$ cat config.mk
export PLATFORM = sky130hd
export DESIGN_NAME = serial_demux8_flat
export DESIGN_NICKNAME = d
export VERILOG_FILES = /design/src/rtl/mux_pkg.sv /design/src/rtl/serial_demux8_if.sv /design/src/rtl/serial_demux8_slot_counter.sv /design/src/rtl/serial_demux8.sv /design/src/flat_wrapper.sv
export SDC_FILE = /design/constraint.sdc
export NUM_CORES = 1
export LEC_CHECK = 0
export ABC_CLOCK_PERIOD_IN_PS = 2300
export BUFFER_PORTS_ARGS = -buffer_cell sky130_fd_sc_hd__buf_2
export CAP_MARGIN = 20
export CORE_MARGIN = 10
export CORE_UTILIZATION = 45
export CTS_BUF_LIST = sky130_fd_sc_hd__clkbuf_8
export DETAILED_ROUTE_END_ITERATION = 16
export MAX_ROUTING_LAYER = met4
export PLACE_DENSITY = 0.71
export SYNTH_ARGS = -nofsm -noshare
export SYNTH_HDL_FRONTEND = slang
export SYNTH_SLANG_ARGS = --single-unit
$ cat constraint.sdc
create_clock -name clk -period 2.3 [get_ports clk]
set_input_delay 0.345 -clock clk [delete_from_list [all_inputs] [get_ports clk]]
set_output_delay 0.345 -clock clk [all_outputs]
set_load 0.1 [all_outputs]
$ cat src/rtl/mux_pkg.sv
`default_nettype none
// ============================================================================
// Module   : mux_pkg
// Brief    : Frame geometry shared by the mux8x1 benches and serial_demux8.
// Revision : 1.0
// ============================================================================
package mux_pkg;

    localparam int c_width      = 8;
    localparam int c_sel_w      = 3;
    localparam int c_slot_first = 0;

    function automatic int last_slot(input int width);
        return width - 1;
    endfunction

    localparam int c_slot_last = last_slot(c_width);

endpackage
`default_nettype wire

$ cat src/rtl/serial_demux8_if.sv
`default_nettype none
// ============================================================================
// Module   : serial_demux8_if
// Brief    : Serial-in / parallel-out bundle between the mux side and consumer.
// Revision : 1.0
// ============================================================================
interface serial_demux8_if
    import mux_pkg::*;
#(
    parameter int WIDTH = c_width,
    parameter int SEL_W = c_sel_w
);

    logic             din;
    logic             din_valid;
    logic             sync;
    logic [SEL_W-1:0] sel;
    logic [WIDTH-1:0] par_out;
    logic             par_valid;
    logic             par_ack;
    logic             overrun;

    modport slave (
        input  din, din_valid, sync, par_ack,
        output sel, par_out, par_valid, overrun
    );

    modport master (
        output din, din_valid, sync, par_ack,
        input  sel, par_out, par_valid, overrun
    );

endinterface
`default_nettype wire

$ cat src/rtl/serial_demux8_slot_counter.sv
`default_nettype none
// ============================================================================
// Module   : slot_counter
// Brief    : Slot index with sync restart, sample enable and last-slot wrap.
// Revision : 1.0
// ============================================================================
module slot_counter
    import mux_pkg::*;
#(
    parameter int WIDTH = c_width,
    parameter int SEL_W = c_sel_w
) (
    input  wire logic             clk,
    input  wire logic             rst,
    input  wire logic             i_en,
    input  wire logic             i_sync,
    output logic      [SEL_W-1:0] o_sel,
    output logic                  o_wrap
);

    localparam logic [SEL_W-1:0] c_first = SEL_W'(c_slot_first);
    localparam logic [SEL_W-1:0] c_last  = SEL_W'(last_slot(WIDTH));
    localparam logic [SEL_W-1:0] c_one   = SEL_W'(1);

    logic [SEL_W-1:0] r_sel;

    // A sync sample lands in slot 0 itself, so it can never be the wrap write.
    assign o_wrap = i_en && !i_sync && (r_sel == c_last);
    assign o_sel  = r_sel;

    always_ff @(posedge clk or posedge rst) begin
        if (rst) begin
            r_sel <= c_first;
        end else if (i_sync) begin
            r_sel <= i_en ? (c_first + c_one) : c_first;
        end else if (i_en) begin
            r_sel <= (r_sel == c_last) ? c_first : (r_sel + c_one);
        end
    end

endmodule
`default_nettype wire

$ cat src/rtl/serial_demux8.sv
`default_nettype none
// ============================================================================
// Module   : serial_demux8
// Brief    : Reassembles time-slotted serial samples into parallel frames.
// Revision : 1.0
// ============================================================================
module serial_demux8
    import mux_pkg::*;
#(
    parameter int WIDTH = c_width,
    parameter int SEL_W = c_sel_w
) (
    input  wire logic      clk,
    input  wire logic      rst,
    serial_demux8_if.slave bus
);

    localparam logic [SEL_W-1:0] c_first = SEL_W'(c_slot_first);

    logic [SEL_W-1:0] w_sel;
    logic [SEL_W-1:0] w_idx;
    logic             w_done;

    logic [WIDTH-1:0] r_shadow;
    logic [WIDTH-1:0] r_par_out;
    logic             r_par_valid;
    logic             r_overrun;

    slot_counter #(
        .WIDTH (WIDTH),
        .SEL_W (SEL_W)
    ) u_slot_counter (
        .clk    (clk),
        .rst    (rst),
        .i_en   (bus.din_valid),
        .i_sync (bus.sync),
        .o_sel  (w_sel),
        .o_wrap (w_done)
    );

    assign w_idx = bus.sync ? c_first : w_sel;

    always_ff @(posedge clk or posedge rst) begin
        if (rst) begin
            r_shadow    <= '0;
            r_par_out   <= '0;
            r_par_valid <= 1'b0;
            r_overrun   <= 1'b0;
        end else begin
            if (bus.din_valid) begin
                r_shadow[w_idx] <= bus.din;
            end
            // The last sample bypasses the shadow so the frame is out on this edge.
            if (w_done) begin
                r_par_out   <= {bus.din, r_shadow[WIDTH-2:0]};
                r_par_valid <= 1'b1;
                if (r_par_valid && !bus.par_ack) begin
                    r_overrun <= 1'b1;
                end
            end else if (r_par_valid && bus.par_ack) begin
                r_par_valid <= 1'b0;
            end
        end
    end

    assign bus.sel       = w_sel;
    assign bus.par_out   = r_par_out;
    assign bus.par_valid = r_par_valid;
    assign bus.overrun   = r_overrun;

endmodule
`default_nettype wire
$ cat src/flat_wrapper.sv
// flat-port wrapper written by rule: the top's interface ports become plain ports
module serial_demux8_flat import mux_pkg::*;
#(
    parameter int WIDTH = c_width,
    parameter int SEL_W = c_sel_w
)
  (clk, rst, bus_din, bus_din_valid, bus_sync, bus_par_ack, bus_sel, bus_par_out, bus_par_valid, bus_overrun);
  serial_demux8_if #(.WIDTH(WIDTH), .SEL_W(SEL_W)) bus_i ();
  input  wire logic clk;
  input  wire logic rst;
  input wire logic [$bits(bus_i.din)-1:0] bus_din;
  input wire logic [$bits(bus_i.din_valid)-1:0] bus_din_valid;
  input wire logic [$bits(bus_i.sync)-1:0] bus_sync;
  input wire logic [$bits(bus_i.par_ack)-1:0] bus_par_ack;
  output wire logic [$bits(bus_i.sel)-1:0] bus_sel;
  output wire logic [$bits(bus_i.par_out)-1:0] bus_par_out;
  output wire logic [$bits(bus_i.par_valid)-1:0] bus_par_valid;
  output wire logic [$bits(bus_i.overrun)-1:0] bus_overrun;
  assign bus_i.din = bus_din;
  assign bus_i.din_valid = bus_din_valid;
  assign bus_i.sync = bus_sync;
  assign bus_i.par_ack = bus_par_ack;
  assign bus_sel = bus_i.sel;
  assign bus_par_out = bus_i.par_out;
  assign bus_par_valid = bus_i.par_valid;
  assign bus_overrun = bus_i.overrun;
  serial_demux8 #(.WIDTH(WIDTH), .SEL_W(SEL_W)) u_core (.clk(clk), .rst(rst), .bus(bus_i));
endmodule
Word level (Yosys, flattened, before mapping) --
Index checks and enable logic that the tools add are counted.
Word-level totals: output and inout bits 13, bits in registers 21, input port bits 6
Cells by class: $lt $le $gt $ge 2, add/sub/neg operators 1, mux-type cells 10, reduce and logical (&&, ||, !) cells 10, equality and inequality tests 1
Operators by type and width (number):
- two-way mux 3 bit | 4
- bitwise mux 8 bit | 1
- logical AND 1 bit | 5
- less-than comparator 3 x 4 -> 1 bit (second input constant) | 1
- two-way mux 1 bit | 4
- nonzero test 2 bit | 2
- adder 3 x 1 -> 3 bit (second input constant) | 1
- demux 1 bit (select 3 bit) | 1
- equality test 3 bit (second input constant) | 1
- >= comparator 3 x 1 -> 1 bit (second input constant) | 1
- zero test 1 bit | 2
- AND reduction 2 bit | 1

Depth between registers and ports, before layout --
depth in word-level cells 6, mapped depth 5

Cells and area by module --
From an unflattened synthesis, not the netlist that was laid out.
Second synthesis, totals: cell total of the unflattened synthesis 66, area, all modules 882.1 um2
By module, submodules not included:
- serial_demux8 | area an instance 718.2 um2, cells each 50, times used 1
- slot_counter | area an instance 163.9 um2, cells each 16, times used 1

Worst setup path before layout --
No wires, ideal clock.
path type register -> register, start point register u_core.u_slot_counter.r_sel[1] (netlist: u_core.u_slot_counter.o_sel[1]), end point register u_core.r_par_out[0] (netlist: u_core.bus.par_out[0]), library setup time 125 ps, setup slack 205 ps, arrival 1970 ps, data required time 2175 ps, cell stages (with the launch flop) 6, path through dfrtp_1 > ha_1 > ha_1 > nand3b_4 > buf_6 > mux2_4
Between the ends: cells in the longest elaborated chain, start to end 2
Ends and longest elaborated chain:
- start, declared | RTL line serial_demux8_slot_counter.sv:25 | logic [SEL_W-1:0] r_sel;
- start signal, assigned | RTL line serial_demux8_slot_counter.sv:33 | r_sel <= c_first;
- start signal, assigned | RTL line serial_demux8_slot_counter.sv:35 | r_sel <= i_en ? (c_first + c_one) : c_first;
- start signal, assigned | RTL line serial_demux8_slot_counter.sv:37 | r_sel <= (r_sel == c_last) ? c_first : (r_sel + c_one);
- equality test 3 bit | RTL line serial_demux8_slot_counter.sv:28 | assign o_wrap = i_en && !i_sync && (r_sel == c_last);
- logical AND 1 bit | RTL line serial_demux8_slot_counter.sv:28
- end signal, assigned | RTL line serial_demux8.sv:55 | r_par_out <= {bus.din, r_shadow[WIDTH-2:0]};
- end, declared | RTL line serial_demux8.sv:25 | logic [WIDTH-1:0] r_par_out;
No other way between the ends. A chain may end at the register's enable or synchronous reset.

Final worst setup path --
start point register u_core.u_slot_counter.r_sel[2] (netlist: u_core.u_slot_counter.o_sel[2]), end point output bus_sel[2]
RTL lines:
- end, declared | RTL line flat_wrapper.sv:15 | output wire logic [$bits(bus_i.sel)-1:0] bus_sel;
No word-level cell between the ends.

==> impl_metrics.ini <==
[floorplanning]
initial_core_util_pct = 47.39
die_h_um = 65.45
die_w_um = 65.45
coreArea_sq_um = 1962
ios = 19
dieArea_sq_um = 4284
num_rows = 16

[global_route]
grt_pass1_wl_um = 2663
antenna_found_initial = 0
grt_overflow_total = 0
track_usage_pct = 7.993
grt_pass1_vias = 594
grt_max_degree = 21

[worst_hold_path]
holdCritPathClass = in -> async

[sta]
setup_tns_ns = 0
setup_viol = 0
max_freq_ghz = 0.6569
period_minus_slack_ns = 1.522
final-hold-violation-count = 0
max-slew-margin-rel_pct = 50.69
timing.final.max_slew_violations = 0
skew_ns = 0.001680
worst_pin_slew_ns = 0.7388
period_share_pct = 66.19
rsz0062_at_grt = false

[routing]
via_count = 558
dr.pass1.iters = 4
wl_um = 1567
drtAntennaViolNets = 0
drc = 0
wl_per_cell_um = 14.12
drt_iter0_drc = 16
viasPerCell = 5.027

[worst_setup_path]
worstReg2RegEnd = u_core.bus.par_out[3]
reg2reg_slack_ns = 0.79
crit_type = reg -> out
cp-start-kind = register
crit_fanout = 7
cpMaxStageDelayCell = buf_2
cp_num_buf_inv = 1
max_stage_delay_ns = 0.47
cp_cell_sequence = buf_2
crit_arrival_ns = 1.18
worstPathRequired_ns = 1.96
path_delay_family = buffers and inverters
reg2reg_from = u_core.u_slot_counter.o_sel[0]
crit_path_end_kind = output pin
r2r_cells = 4

[finish]
final_common_cell = dfrtp_1
n_antenna_cell = 0
drive_gt1_share_pct = 44.05
fin_nets = 93
area_growth_pct = 16.02
mostFrequentLayoutCells = dfrtp_1 (20), buf_2 (18), mux2_4 (9)

[clock_tree]
cts_max_level = 1
cts_root_buf = clkbuf_8
path_clk_slew_ns = 0.07
numCtsBuffers = 3
cts_setup_buffers = 0
cts_resized = 0
clock_sinks = 20
ctsLongestPathBuffers = 2
cts-hold-fix-buffers = 0
cts_tree = yes
clock_latency_ns = 0.25

[pwr]
leakage_nw = 0.6098
total_power_w = 0.0007843
power_density_nw_per_um2 = 727.2
peakVddDrop_uv = 308.3

[place]
dp_hpwl_um = 1214
port_buffers = 18
gp_congestion = 0.8021

[job]
drv_cap = 0

[synth]
synth-seq-cells = 20
syn_avg_cell_area_sq_um = 14.30
synth_nets = 73
ys_seq_area_share_pct = 53.84
netlist_area_sq_um = 929.6
yosys.cell_types.count = 21
synth_warnings = 0
synth_cells = 65

[outcome]
outcome = finished, final reports clean
[worst reg2reg max path: stages (launching register included)]
cell and delay [ns]:
dfrtp_1 0.44, ha_1 0.22, ha_1 0.22, nand3b_4 0.20
mux2_4 0.32
[worst max path at each step]
| stage | from | end | cells past startpoint |
|---|---|---|---|
| floorplan | u_core.u_slot_counter.o_sel[1] | u_core.bus.par_out[0] | 5 |
| global placement | u_core.u_slot_counter.o_sel[0] | u_core.bus.par_out[3] | 4 |
| detailed placement | u_core.u_slot_counter.o_sel[1] | u_core.bus.par_out[2] | 4 |
| CTS | u_core.u_slot_counter.o_sel[2] | bus_sel[2] | 1 |
| global route | u_core.u_slot_counter.o_sel[1] | u_core.bus.par_out[3] | 4 |
| finish | u_core.u_slot_counter.o_sel[2] | bus_sel[2] | 1 |
[layout make-up]
| class | count | area, sq um |
|---|---|---|
| inverter | 1 | 3.754 |
| fill | 183 | 883.3 |
| sequential | 20 | 500.5 |
| multi-input combinational | 41 | 395.4 |
| tap | 27 | 33.78 |
| timing repair buffer | 18 | 90.09 |
| clock buffer | 4 | 55.05 |
[cells by family (layout without fill, tap and decap cells)]
kind of cell	count (synthesis)	count (layout)	share of synthesized area [%]
flip-flops	20	20	53.84
AND/OR/NAND/NOR	18	18	13.19
multiplexers	17	17	23.96
AO/OA/AOI/OAI	4	4	2.691
buffers and inverters	4	23	3.634
adder cells (fa/ha/maj)	2	2	2.691
[power by group]
part	internal (W)	leakage, nW	switching, W	total (W)
Combinational	0.0000388	0.312	0.0000832	0.000122
Clock	0.000152	0.0288	0.000107	0.000259
Sequential	0.000383	0.269	0.0000203	0.000403
Total	0.000574	0.610	0.000211	0.000784
[registers in the layout (all words and copies together) (netlist names)]
name                         cells
u_core.bus.overrun               1
u_core.bus.par_valid             1
u_core.u_slot_counter.o_sel      3
u_core.r_shadow                  7
u_core.bus.par_out               8
[synth_stat cells, drive strengths merged]
library cell	instances	share of area, %
dfrtp	20	54
mux2	15	22
nand2	4	1.6
buf	3	3.2
nand3	3	1.6
nor2	3	1.2
ha	2	2.7
mux2i	2	2.2
nand2b	2	1.6
nor3b	2	2.7
o21ai	2	1.1
o21bai	2	1.6
and3b	1	0.94
inv	1	0.40
nand3b	1	2.2
nand4	1	0.67
nor2b	1	0.67
[stage by stage]
step                util [%]  setup slack (ns)  area, sq um  std cells  hold slack (ns)
floorplan                  -            0.2046        929.6         65           0.3088
global placement       52.17            0.8163         1023        107           0.4551
detailed placement     52.17            0.7978         1023        107           0.4746
CTS                    54.97            0.7672         1079        111           0.2236
global route           54.97            0.6796         1079        111           0.2742
finish                 54.97            0.7776         1079        111           0.2074
[layer usage]
layer  GRT usage [%]  wire [um]
met1           9.543        742
met2           11.10        657
met3           3.559        141
met4           4.011         26
met5               -          0
(Power assumes the default switching activity.)
